$ cat src/rtl/sb_rx_serializer.sv
`default_nettype none
// ============================================================================
// Module   : sb_rx_serializer
// Brief    : Splits a DW-bit switchboard packet into NB = DW/OW beats of OW
//            bits each (beat 0 = LSBs), with valid/ready handshakes on both
//            sides and back-to-back packet issue with no bubble.
// Revision : 1.0 - initial release
// ============================================================================
module sb_rx_serializer #(
  parameter int DW = 416,
  parameter int OW = 32
) (
  input  logic          clk,
  input  logic          reset,
  input  logic [DW-1:0] in_data,
  input  logic [31:0]   in_dest,
  input  logic          in_last,
  input  logic          in_valid,
  output logic          in_ready,
  output logic [OW-1:0] out_data,
  output logic [31:0]   out_dest,
  output logic          out_first,
  output logic          out_last,
  output logic          out_valid,
  input  logic          out_ready
);

  localparam int NB = DW / OW;
  localparam int IW = (NB > 1) ? $clog2(NB) : 1;
  localparam logic [IW-1:0] LAST_IDX = IW'(NB - 1);

  // Reject widths that do not split into a whole number of beats.
  if ((OW > DW) || ((DW % OW) != 0)) begin : g_param_check
    $error("sb_rx_serializer: DW must be a non-zero integer multiple of OW");
  end

  typedef enum logic {
    ST_EMPTY = 1'b0,
    ST_BUSY  = 1'b1
  } state_t;

  state_t                r_state;
  logic [IW-1:0]         r_idx;
  logic [NB-1:0][OW-1:0] r_data;
  logic [31:0]           r_dest;
  logic                  r_last;
  logic                  r_out_valid;
  logic                  r_out_first;
  logic                  r_out_last;

  logic                  w_at_end;
  logic                  w_in_xfer;
  logic                  w_out_xfer;
  logic [IW-1:0]         w_idx_nxt;

  // The final beat may hand over to a new packet in the same cycle, so
  // in_ready follows out_ready combinationally there.
  assign w_at_end   = (r_state == ST_BUSY) && (r_idx == LAST_IDX);
  assign in_ready   = (r_state == ST_EMPTY) || (w_at_end && out_ready);
  assign w_in_xfer  = in_valid && in_ready;
  assign w_out_xfer = r_out_valid && out_ready;
  assign w_idx_nxt  = r_idx + IW'(1);

  assign out_valid  = r_out_valid;
  assign out_first  = r_out_first;
  assign out_last   = r_out_last;
  assign out_data   = r_data[r_idx];
  assign out_dest   = r_dest;

  // Control FSM: beat index, state and registered beat flags.
  always_ff @(posedge clk or posedge reset) begin
    if (reset) begin
      r_state     <= ST_EMPTY;
      r_idx       <= '0;
      r_last      <= 1'b0;
      r_out_valid <= 1'b0;
      r_out_first <= 1'b0;
      r_out_last  <= 1'b0;
    end else if (w_in_xfer) begin
      // New packet: either from EMPTY or overlapping the last beat.
      r_state     <= ST_BUSY;
      r_idx       <= '0;
      r_last      <= in_last;
      r_out_valid <= 1'b1;
      r_out_first <= 1'b1;
      r_out_last  <= (NB == 1) && in_last;
    end else if (w_out_xfer) begin
      if (w_at_end) begin
        r_state     <= ST_EMPTY;
        r_out_valid <= 1'b0;
        r_out_first <= 1'b0;
        r_out_last  <= 1'b0;
      end else begin
        r_idx       <= w_idx_nxt;
        r_out_first <= 1'b0;
        r_out_last  <= (w_idx_nxt == LAST_IDX) && r_last;
      end
    end
  end

  // Payload and destination holding registers; contents are don't-care
  // while empty, so they carry no reset.
  always_ff @(posedge clk) begin
    if (w_in_xfer) begin
      r_data <= in_data;
      r_dest <= in_dest;
    end
  end

endmodule
`default_nettype wire
$ cat config.mk
export PLATFORM = sky130hd
export DESIGN_NAME = sb_rx_serializer
export DESIGN_NICKNAME = d
export VERILOG_FILES = /design/src/rtl/sb_rx_serializer.sv
export SDC_FILE = /design/constraint.sdc
export NUM_CORES = 1
export LEC_CHECK = 0
export BUFFER_PORTS_ARGS = -buffer_cell sky130_fd_sc_hd__buf_2
export CAP_MARGIN = 20
export CELL_PAD_IN_SITES_DETAIL_PLACEMENT = 0
export CELL_PAD_IN_SITES_GLOBAL_PLACEMENT = 2
export CORE_ASPECT_RATIO = 2
export CORE_UTILIZATION = 37
export CTS_CLUSTER_SIZE = 30
export DETAILED_ROUTE_END_ITERATION = 8
export PLACE_DENSITY = 0.84
export SYNTH_ARGS = -nofsm -noshare
export SYNTH_HDL_FRONTEND = slang
export SYNTH_SLANG_ARGS = --single-unit
export TNS_END_PERCENT = 10
$ cat constraint.sdc
create_clock -name clk -period 18.2 [get_ports clk]
set_input_delay 2.73 -clock clk [delete_from_list [all_inputs] [get_ports clk]]
set_output_delay 2.73 -clock clk [all_outputs]
set_load 0.005 [all_outputs]
==> summary.txt, run 1 <==
Yosys
  – Post-synthesis sequential area ratio: 79.00%
  – Post-Synthesis Net Count: 1256
  – Ys Warns: 0
  – Cell variety after synth: 25
  – Seq cells post-synth: 456
  – Cell taking the most area after synthesis: edfxtp_1
  – EDFF count, synth: 448
  – Cells after synthesis: 800
  – Synth top area share: 77.85%
  – Area of the mapped netlist: 0.01728 mm2
  – Synth Area per Inst: 21.60 um2
  – Largest cells by area after synthesis: edfxtp_1 78%, mux4_2 13%, a21oi_1 2.0%
  – Synth Flop Type: edfxtp_1
  – Asr flop ratio synth: 1.754%

Clocking
  – PostCTS Resize Cnt: 0
  – Clk buf depth: 3
  – CTS tree: built
  – TritonCTS Buffers: 41
  – Clock-pin transition on the worst setup and hold timing paths: 0.07 ns
  – Setup bufs post-CTS: 0
  – Worst-skew pair later-pin latency: 0.55 ns
  – Clk sinks: 456
  – Hold_buf cts: 0
  – Clock Tree Root: clkbuf_16
  – H-tree depth: 2

Cells and area
  – Share of post-route cells with drive strength above 1: 51.10%
  – Multi-input logic area: 0.003354 mm2
  – Fin cells: 1997
  – Register area: 0.01367 mm2
  – Fin nets: 1785
  – # fillers: 3967
  – Area growth from synthesis to layout: 26.78%

Timing
  – Final Cycle Share: 36.75%
  – Final Hold Viols: 0
  – Final setup vio count: 0
  – Max-slew violations: 0
  – Fmax: 149.5 MHz
  – Worst Skew: 0.01060 ns
  – Fin crit period: 6.689 ns
  – Worst-Margin Slew: 1.153 ns
  – Final TNS setup: 0 ns
  – Slew margin rel.: 23.14%
  – Setup repair after global routing missed its margin: no

Route
  – Via Count: 9676
  – Initial DRC Count: 529
  – DRC viols: 0
  – WL final: 49330 um
  – Wirelength per Cell: 24.70 um
  – DRT Pass-1 Iters: 4
  – DR vias/cell: 4.845
  – Final ANT Viol Nets: 0

Setup path
  – WS Path Type: register to output pin
  – Crit-path max FO: 35
  – Max incr delay on CP: 0.88 ns
  – Worst path slowest cell: dfrtp_4
  – Setup crit end kind: output pin
  – Worst Setup Start Kind: register
  – Worst path bufs/invs: 2
  – CP arrival: 3.96 ns
  – CP Data Required Time: 15.47 ns
  – Worst R2R Setup Slack: 13.26 ns
  – Crit-path leading delay family: flip-flops
  – CP Cell Sequence: buf_4, mux4_2, and2_1, a211oi_1, a21oi_1, buf_2

Floorplanning
  – Starting Density: 37.59%
  – IO Count: 521
  – Placeable Area: 0.04597 mm2
  – Die Wd: 154.8 um
  – Num rows: 111
  – Die height: 307.6 um
  – Die area: 0.04763 mm2

Placed design
  – Placed Instances: 1906
  – Final RePlAce weighted congestion: 0.8232
  – Port Buffers: 520
  – Dpl hpwl: 36180 um

Global routing
  – Initial antenna violation count: 18
  – Largest net degree at the start of global routing: 193
  – First-pass GRT wire length: 68890 um
  – Tot GR Track Use: 20.66%
  – Total grt overflow: 0
  – Vias in the first global route: 10640

Job
  – # Max-Cap Violations: 0

Power and ir drop
  – Leak: 0.007896 uW
  – Max IR drop VDD: 83.56 uV
  – Pwr Density: 134.8 mW/mm2

Status
  – Status: finished clean

Min path
  – Worst min path class: register to register
## synthesized netlist by cell type (all sizes together) (3+ instances only)
cell type and n:
and2 34, mux4 96, clkbuf 20, a31oi 3, inv 3, o21ai 6, nand2b 4, buf 26
nor2b 32, ha 3, nand2 6, a211oi 32, a21oi 68, dfrtp 8, nor2 3, edfxtp 448
## area by class of cell
cell class                 count  share of cell area (%)
clock inverter                21                  0.9994
tap                          621                   3.546
multi-input combinational    294                   15.31
sequential                   456                   62.37
timing repair buffer         532                   12.44
clock buffer                  53                   5.083
antenna                       16                  0.1827
inverter                       4                 0.06853
## metal layers
metal  track usage, %  vias to the layer above  part of all wire (%)
li1                 -                     4367                     -
met1            19.54                     4774                    31
met2            40.59                      432                    58
met3            4.925                       99                   6.5
met4            9.993                        4                   4.1
met5                0                        -                 0.055
## metrics by stage
step / setup slack, ns / hold slack, ns / total power [uW] / cell area (um2) / util [%]
after floorplan: 3.418 / 0.4730 / 1808 / 17280 / -
after CTS: 11.30 / 0.5005 / 3019 / 21840 / 47.51
after detailed placement: 11.90 / 0.4851 / 2147 / 20510 / 44.62
after global placement: 11.93 / 0.4700 / 2140 / 20510 / 44.62
final: 11.51 / 0.4965 / 2954 / 21910 / 47.66
after global routing: 11.30 / 0.5260 / 3082 / 21910 / 47.66
## cell usage in the layout (no fill, tap or decap), types with 2 or more instances in the layout
cell type and instances:
a211oi_1 32, a21oi_1 68, a31oi_1 3, and2_1 33, and3_1 2, buf_2 520, buf_4 10, bufinv_16 4
clkbuf_1 10, clkbuf_16 43, clkinv_1 4, clkinv_2 7, clkinvlp_4 3, dfrtp_1 4, dfrtp_4 3, diode_2 16
edfxtp_1 448, ha_1 3, inv_1 3, inv_6 2, mux4_2 96, nand2_1 6, nand2b_1 4, nand3_1 2
nor2_1 3, nor2b_1 32, o21ai_0 6
## worst register-to-register path, cell delays in order, from the launching register on
cell	delay, ns
dfrtp_4	0.93
buf_4	0.73
nand3_1	0.30
o21ai_0	0.36
and2_4	0.30
buf_12	0.62
buf_4	1.30
## power by group
group          internal [uW]  switching, uW  total, uW
clock                    492            378        870
combinational            356            425        781
sequential              1220           78.4       1300
total                   2070            882       2950
## kinds of logic after synthesis
| family | Yosys count | synth area share (%) |
|---|---|---|
| compound gates | 110 | 3.685 |
| fa+ha+maj | 3 | 0.2172 |
| buf+inv | 50 | 1.600 |
| flops | 456 | 79.00 |
| mux | 98 | 12.63 |
| simple gates | 83 | 2.860 |
## final timing paths
path                            startpoint  cells past startpoint            to
worst max-delay path              r_idx[0]                      6  out_data[25]
worst min-delay path              out_last                      2      out_last
worst max register to register    r_idx[2]                      6   out_dest[2]
worst min register to register    out_last                      2      out_last
max in group asynchronous            reset                      2      r_idx[0]
min in group asynchronous            reset                      2        r_last
## state kept, by name, summed over array words and instances, names as in the netlist
| name | cells |
|---|---|
| out_dest | 32 |
| out_first | 1 |
| out_last | 1 |
| out_valid | 1 |
| r_data | 416 |
| r_idx | 4 |
| r_last | 1 |
Note: power is estimated with default switching activity, not from simulation.
==> run 2, diff against run 1 <==
--- a/config.mk
+++ b/config.mk
@@ -10,10 +10,10 @@
 export CELL_PAD_IN_SITES_DETAIL_PLACEMENT = 0
 export CELL_PAD_IN_SITES_GLOBAL_PLACEMENT = 2
 export CORE_ASPECT_RATIO = 2
-export CORE_UTILIZATION = 37
+export CORE_UTILIZATION = 33
 export CTS_CLUSTER_SIZE = 30
 export DETAILED_ROUTE_END_ITERATION = 8
-export PLACE_DENSITY = 0.84
+export PLACE_DENSITY = 0.8
 export SYNTH_ARGS = -nofsm -noshare
 export SYNTH_HDL_FRONTEND = slang
 export SYNTH_SLANG_ARGS = --single-unit
==> constraint.sdc (replaced) <==
create_clock -name clk -period 5.5 [get_ports clk]
set_input_delay 0.825 -clock clk [delete_from_list [all_inputs] [get_ports clk]]
set_output_delay 0.825 -clock clk [all_outputs]
set_load 0.005 [all_outputs]
==> summary.txt, run 2 (synthesized netlist as in run 1, its figures left out) <==
Status
  – Status: finished clean (unchanged)

Clocking
  – Setup bufs post-CTS: 0 (unchanged)
  – Worst-skew pair later-pin latency: 0.56 ns (was 0.55 ns)
  – Clock-pin transition on the worst setup and hold timing paths: 0.06 ns (was 0.07 ns)
  – PostCTS Resize Cnt: 0 (unchanged)
  – Clock Tree Root: clkbuf_16 (unchanged)
  – Clk sinks: 456 (unchanged)
  – H-tree depth: 2 (unchanged)
  – CTS tree: built (unchanged)
  – Hold_buf cts: 0 (unchanged)
  – Clk buf depth: 3 (unchanged)
  – TritonCTS Buffers: 42 (was 41)

Floorplanning
  – IO Count: 521 (unchanged)
  – Die height: 325.6 um (was 307.6 um)
  – Num rows: 118 (was 111)
  – Die Wd: 163.8 um (was 154.8 um)
  – Starting Density: 33.44% (was 37.59%)
  – Die area: 0.05334 mm2 (was 0.04763 mm2)
  – Placeable Area: 0.05167 mm2 (was 0.04597 mm2)

Cells and area
  – Area growth from synthesis to layout: 27.53% (was 26.78%)
  – Biggest register: r_data (unchanged)
  – Non-Filler Cell Area, Final: 0.02204 mm2 (was 0.02191 mm2)
  – Most common cell after layout, fill and taps aside: buf_2 (unchanged)
  – Fin nets: 1789 (was 1785)
  – Max reg flops: 416 (unchanged)
  – Share of post-route cells with drive strength above 1: 51.39% (was 51.10%)
  – Most frequent cells in the layout: 520 x buf_2, 448 x edfxtp_1, 96 x mux4_2, 68 x a21oi_1, 43 x clkbuf_16 (unchanged)
  – Fin cells: 2033 (was 1997)

Setup path
  – Crit-path most repeated cell: a21oi_1
  – Max incr delay on CP: 0.70 ns (was 0.88 ns)
  – Worst R2R Setup Slack: 1.67 ns (was 13.26 ns)
  – Setup crit end kind: output pin (unchanged)
  – CP Capture Point: out_data[22] (was out_data[25])
  – CP startpoint: r_idx[1] (was r_idx[0])
  – WS Path Type: register to output pin (unchanged)
  – CP Cell Sequence: inv_2, and3_1, buf_4, a21oi_1, a21oi_1, buf_2 (was buf_4, mux4_2, and2_1, a211oi_1, a21oi_1, buf_2)
  – Critical R2R Launch: r_idx[1] (was r_idx[2])
  – CP arrival: 3.44 ns (was 3.96 ns)
  – Crit-path leading delay family: buffers and inverters (was flip-flops)
  – Worst r2r path cells: 7 (was 6)
  – CP Data Required Time: 4.68 ns (was 15.47 ns)
  – Worst Setup Start Kind: register (unchanged)
  – Worst path bufs/invs: 3 (was 2)
  – Crit-path max FO: 47 (was 35)
  – RR Endpoint: r_data[65] (was out_dest[2])
  – Crit path depth: 6 (unchanged)
  – Worst path slowest cell: dfrtp_4 (unchanged)

Route
  – Final ANT Viol Nets: 0 (unchanged)
  – WL final: 50660 um (was 49330 um)
  – DR vias/cell: 4.781 (was 4.845)
  – DRC viols: 0 (unchanged)
  – DRT Pass-1 Iters: 5 (was 4)
  – Wirelength per Cell: 24.92 um (was 24.70 um)
  – Via Count: 9719 (was 9676)
  – Initial DRC Count: 712 (was 529)

Timing
  – Fmax: 234.4 MHz
  – Slew margin rel.: 43.63% (was 23.14%)
  – Worst hold slack: 0.2058 ns (was 0.4965 ns)
  – Final TNS setup: 0 ns (unchanged)
  – Max-slew violations: 0 (unchanged)
  – Setup repair after global routing missed its margin: no (unchanged)
  – Worst-Margin Slew: 0.8455 ns (was 1.153 ns)
  – Worst Skew: 0.02240 ns (was 0.01060 ns)
  – Final setup vio count: 0 (unchanged)
  – Final Cycle Share: 77.57%
  – Final Hold Viols: 0 (unchanged)
  – Fin crit period: 4.266 ns

Global routing
  – First-pass GRT wire length: 70730 um (was 68890 um)
  – Initial antenna violation count: 12 (was 18)
  – Vias in the first global route: 10840 (was 10640)
  – Tot GR Track Use: 18.99% (was 20.66%)
  – Largest net degree at the start of global routing: 125 (was 193)
  – Total grt overflow: 0 (unchanged)

Placed design
  – Placed Instances: 1949 (was 1906)
  – Final RePlAce weighted congestion: 0.8165 (was 0.8232)
  – Port Buffers: 520 (unchanged)
  – Dpl hpwl: 38120 um (was 36180 um)
  – Dpl cell area: 0.02064 mm2 (was 0.02051 mm2)

Min path
  – Worst min path class: primary input to async pin (was register to register)

Power and ir drop
  – Pwr Density: 451.6 mW/mm2 (was 134.8 mW/mm2)
  – Power Total: 9952 uW (was 2954 uW)
  – Leak: 0.007946 uW (was 0.007896 uW)
  – Max IR drop VDD: 302.5 uV (was 83.56 uV)

Job
  – # Max-Cap Violations: 0 (unchanged)
run 2: changes by cell type in the layout (fill, tap and decap cells not counted), sizes merged:
cell,change
inv,+1
bufinv,+1
buf,+3
clkbuf,-7
clkinv,+8
diode,-9
run 2: area by class of cell:
| cell class | count | area, um2 |
|---|---|---|
| antenna | 7 | 17.52 |
| tap | 660 | 825.8 |
| sequential | 456 | 13670 |
| fill | 4654 | 29630 |
| clock buffer | 46 | 1087 |
| timing repair buffer | 535 | 2778 |
| inverter | 4 | 15.01 |
| multi-input combinational | 294 | 3354 |
| clock inverter | 31 | 294.0 |
run 2: per-layer routing:
metal  part of all wire (%)  wire length (um)  GRT usage, %  vias to the layer above
met5                  0.073                37             0                        -
met4                    4.3              2155         9.219                        6
met3                    7.7              3877         4.635                       85
met2                     56             28270         35.71                      486
met1                     32             16310         19.00                     4780
li1                       -                 -             -                     4362
run 2: where the power goes:
group | total [uW] | switching (uW) | internal, uW
Sequential | 4360 | 308 | 4050
Combinational | 2630 | 1420 | 1210
Clock | 2960 | 1290 | 1670
Total | 9950 | 3020 | 6930
run 2: through the flow:
stage	setup slack, ns	util [%]
detailed placement	1.586	39.94
global route	1.040	42.65
floorplan	0.3292	-
finish	1.234	42.65
global placement	1.696	39.94
CTS	1.071	42.62
run 2: worst min-delay path by stage:
stage / endpoint / slack (ns) / depth (start not counted)
global route: out_last / 0.22 / 2
finish: out_last / 0.21 / 2
floorplan: out_last / 0.47 / 2
global placement: out_last / 0.47 / 2
detailed placement: out_last / 0.48 / 2
CTS: r_idx[1] / 0.19 / 2
==> run 3, diff against run 2 <==
--- a/config.mk
+++ b/config.mk
@@ -5,15 +5,16 @@
 export SDC_FILE = /design/constraint.sdc
 export NUM_CORES = 1
 export LEC_CHECK = 0
+export ABC_AREA = 1
 export BUFFER_PORTS_ARGS = -buffer_cell sky130_fd_sc_hd__buf_2
 export CAP_MARGIN = 20
 export CELL_PAD_IN_SITES_DETAIL_PLACEMENT = 0
 export CELL_PAD_IN_SITES_GLOBAL_PLACEMENT = 2
 export CORE_ASPECT_RATIO = 2
-export CORE_UTILIZATION = 33
+export CORE_UTILIZATION = 30
 export CTS_CLUSTER_SIZE = 30
 export DETAILED_ROUTE_END_ITERATION = 8
-export PLACE_DENSITY = 0.8
+export PLACE_DENSITY = 0.82
 export SYNTH_ARGS = -nofsm -noshare
 export SYNTH_HDL_FRONTEND = slang
 export SYNTH_SLANG_ARGS = --single-unit
==> constraint.sdc (replaced) <==
create_clock -name clk -period 3.9 [get_ports clk]
set_input_delay 0.585 -clock clk [delete_from_list [all_inputs] [get_ports clk]]
set_output_delay 0.585 -clock clk [all_outputs]
set_load 0.005 [all_outputs]
==> summary.txt, run 3 <==
Status
  – Status: finished with violations (was finished clean)
  – Failing checks: DRC

Yosys
  – Post-synthesis sequential area ratio: 70.88% (was 79.00%)
  – Ys Warns: 0 (unchanged)
  – Cell variety after synth: 20 (was 25)
  – Top-count cell post-synth: nand2_1 (was edfxtp_1)
  – Asr flop ratio synth: 1.754% (unchanged)
  – Synth Area per Inst: 10.63 um2 (was 21.60 um2)
  – Area of the mapped netlist: 0.01926 mm2 (was 0.01728 mm2)
  – Seq cells post-synth: 456 (unchanged)
  – Synth Flop Type: edfxtp_1 (unchanged)
  – Cells after synthesis: 1813 (was 800)
  – Synth top cells by count: 662 x nand2_1, 448 x edfxtp_1, 332 x inv_1, 261 x nand3_1, 36 x buf_2 (was 448 x edfxtp_1, 96 x mux4_2, 68 x a21oi_1, 34 x and2_1)
  – Synth top area share: 69.84% (was 77.85%)
  – EDFF count, synth: 448 (unchanged)
  – Post-Synthesis Net Count: 2269 (was 1256)
  – Largest cells by area after synthesis: edfxtp_1 70%, nand2_1 13%, nand3_1 6.8% (was edfxtp_1 78%, mux4_2 13%, a21oi_1 2.0%)
  – Cell taking the most area after synthesis: edfxtp_1 (unchanged)

Power and ir drop
  – Clock share of power: 32.6% (was 29.8%)
  – Max IR drop VDD: 414.8 uV (was 302.5 uV)
  – Leak: 0.01116 uW (was 0.007946 uW)
  – Internal Power: 9526 uW (was 6932 uW)
  – Net Sw Power: 4749 uW (was 3020 uW)
  – Seq pwr share: 39.3% (was 43.8%)
  – Switch share: 33.27% (was 30.34%)
  – Pwr Density: 584.9 mW/mm2 (was 451.6 mW/mm2)
  – Gate power share: 28.1% (was 26.4%)

Floorplanning
  – Starting Density: 30.29% (was 33.44%)
  – Num rows: 131 (was 118)
  – IO Count: 521 (unchanged)
  – Placeable Area: 0.06360 mm2 (was 0.05167 mm2)
  – Die height: 360.4 um (was 325.6 um)
  – Die area: 0.06529 mm2 (was 0.05334 mm2)
  – Die Wd: 181.2 um (was 163.8 um)

Placed design
  – Final RePlAce weighted congestion: 0.8287 (was 0.8165)
  – Port Buffers: 520 (unchanged)
  – Setup Slack @ Placement: 1.121 ns (was 1.586 ns)
  – Dpl hpwl: 41030 um (was 38120 um)
  – Placed Instances: 3075 (was 1949)

Setup path
  – Setup crit end kind: output pin (unchanged)
  – Worst Setup Start Kind: register (unchanged)
  – Crit-path most repeated cell: nand2_1 (was a21oi_1)
  – Crit-path max FO: 198 (was 47)
  – Worst path bufs/invs: 2 (was 3)
  – Crit-path leading delay family: simple AND/OR/NAND/NOR gates (was buffers and inverters)
  – CP startpoint: r_idx[0] (was r_idx[1])
  – CP Cell Sequence: buf_12, nand2_1, nand3_1, nand2_1, nand2_1, nand2_1, nand2_1, nand2_1, buf_2 (was inv_2, and3_1, buf_4, a21oi_1, a21oi_1, buf_2)
  – Worst path slowest cell: dfrtp_4 (unchanged)
  – CP arrival: 2.87 ns (was 3.44 ns)
  – CP Data Required Time: 3.31 ns (was 4.68 ns)
  – Max incr delay on CP: 0.48 ns (was 0.70 ns)
  – WS Path Type: register to output pin (unchanged)
  – Critical R2R Launch: r_idx[0] (was r_idx[1])

Timing
  – Fin crit period: 3.455 ns
  – Worst Skew: 0.02169 ns (was 0.02240 ns)
  – Final Cycle Share: 88.59%
  – Final setup vio count: 0 (unchanged)
  – Setup repair after global routing missed its margin: no (unchanged)
  – Fmax: 289.4 MHz
  – Worst-Margin Slew: 1.329 ns (was 0.8455 ns)
  – Worst hold slack: 0.1583 ns (was 0.2058 ns)
  – Setup slack after layout: 0.4449 ns (was 1.234 ns)
  – Slew margin rel.: 11.38% (was 43.63%)
  – Final Hold Viols: 0 (unchanged)
  – Max-slew violations: 0 (unchanged)

Global routing
  – Gr busiest metal: met2 (unchanged)
  – Total grt overflow: 0 (unchanged)
  – Initial antenna violation count: 17 (was 12)
  – Vias in the first global route: 14550 (was 10840)
  – First-pass GRT wire length: 86380 um (was 70730 um)
  – Met1 usage: 19.72% (was 19.00%)
  – GR Layer Usage met3: 3.895% (was 4.635%)
  – Tot GR Track Use: 17.79% (was 18.99%)
  – Met2 Usage GRT: 31.93% (was 35.71%)
  – Largest net degree at the start of global routing: 199 (was 125)

Cells and area
  – Area growth from synthesis to layout: 26.69% (was 27.53%)
  – Share of post-route cells with drive strength above 1: 26.96% (was 51.39%)
  – Multi-input logic area: 0.003935 mm2 (was 0.003354 mm2)
  – Fin cells: 3169 (was 2033)
  – # fillers: 6389 (was 4654)
  – Most common cell after layout, fill and taps aside: nand2_1 (was buf_2)
  – Fin nets: 2780 (was 1789)
  – Register area: 0.01366 mm2 (was 0.01367 mm2)
  – Biggest register: r_data (unchanged)
  – Max reg flops: 416 (unchanged)
  – Most frequent cells in the layout: 661 x nand2_1, 520 x buf_2, 448 x edfxtp_1, 329 x inv_1, 259 x nand3_1 (was 520 x buf_2, 448 x edfxtp_1, 96 x mux4_2, 68 x a21oi_1, 43 x clkbuf_16)

Route
  – Final ANT Viol Nets: 0 (unchanged)
  – Initial DRC Count: 734 (was 712)
  – WL final: 58760 um (was 50660 um)
  – Via Count: 13900 (was 9719)
  – DR vias/cell: 4.386 (was 4.781)
  – DRT Pass-1 Iters: 6 (was 5)
  – Wirelength per Cell: 18.54 um (was 24.92 um)
  – DRC viols: 4 (was 0)

Clocking
  – Clock Tree Root: clkbuf_16 (unchanged)
  – CTS tree: built (unchanged)
  – TritonCTS Buffers: 44 (was 42)
  – H-tree depth: 2 (unchanged)
  – Clk sinks: 456 (unchanged)
  – PostCTS Resize Cnt: 0 (unchanged)
  – Worst-skew pair later-pin latency: 0.60 ns (was 0.56 ns)
  – Clock-pin transition on the worst setup and hold timing paths: 0.07 ns (was 0.06 ns)
  – Clk buf depth: 3 (unchanged)

Job
  – # Max-Cap Violations: 0 (unchanged)

Min path
  – Hold_sp: in_data[147]
  – Worst min path class: primary input to register (was primary input to async pin)
==> run 3: cell count changes after synthesis, sizes merged, moves of 7 or more <==
| cell | change |
|---|---|
| a211oi | -32 |
| buf | +46 |
| and2 | -34 |
| nand3 | +259 |
| nor2b | -32 |
| inv | +331 |
| a21oi | -68 |
| nand2 | +656 |
| clkbuf | -7 |
| mux4 | -96 |
==> run 3: per-stage QoR <==
step	total power [uW]	util (%)	TNS [ns]	instance area [um2]
final	14270	38.37	0	24400
after global routing	15020	38.37	0	24400
after CTS	14500	38.33	0	24370
after detailed placement	9804	35.86	0	22810
after global placement	9799	35.86	0	22810
after floorplan	8127	-	-1992.77	19320
==> run 3: cell families after synthesis <==
group / Yosys count / share of synthesized area (%)
xor gates and xnor gates: 1 / 0.04547
buffers and inverters: 419 / 8.898
and+or+nand+nor: 929 / 19.84
DFF: 456 / 70.88
AOI/OAI and AO/OA: 5 / 0.1429
adders and majority gates: 3 / 0.1949
==> run 3: layout make-up <==
| type | count | share of cell area (%) |
|---|---|---|
| clock buffer | 46 | 4.542 |
| tap | 798 | 4.091 |
| inverter | 334 | 5.188 |
| timing repair buffer | 550 | 12.11 |
| multi-input combinational | 938 | 16.12 |
| sequential | 456 | 55.99 |
| clock inverter | 35 | 1.835 |
| antenna | 12 | 0.1230 |
==> run 3: layer usage <==
metal | vias up | share of wire (%)
li1 | 6829 | -
met1 | 6472 | 38
met2 | 483 | 52
met3 | 106 | 6.0
met4 | 8 | 3.9
met5 | - | 0.087
==> run 3: final timing paths <==
check | to | slack (ns) | depth (start not counted)
max in group asynchronous | r_idx[0] | 3.08 | 3
min in group asynchronous | out_valid | 0.54 | 3
setup / recovery | out_data[24] | 0.44 | 9
setup reg to reg | r_data[393] | 1.15 | 7
hold reg to reg | out_first | 0.50 | 2
hold / removal | r_data[147] | 0.16 | 1
==> run 3: power by group through the flow <==
stage	logic (uW)	registers, uW	clock network [uW]
final	4010	5620	4650
after global placement	4080	5720	0
after global routing	4450	5620	4940
after detailed placement	4080	5720	0
after floorplan	2430	5700	0
after CTS	4090	5620	4790
==> run 3: timing repair <==
action,4_1_cts,5_1_grt
hold buffers,1,0
hold endpoints to repair,8,0
buffers inserted,0,0
==> run 3: worst reg2reg max path, stage by stage (launching register included) <==
cell,delay [ns]
dfrtp_4,0.53
inv_6,0.42
ha_4,0.23
nand3_2,0.08
nand2_2,0.12
nand3_4,0.10
clkinvlp_4,0.18
buf_12,0.51
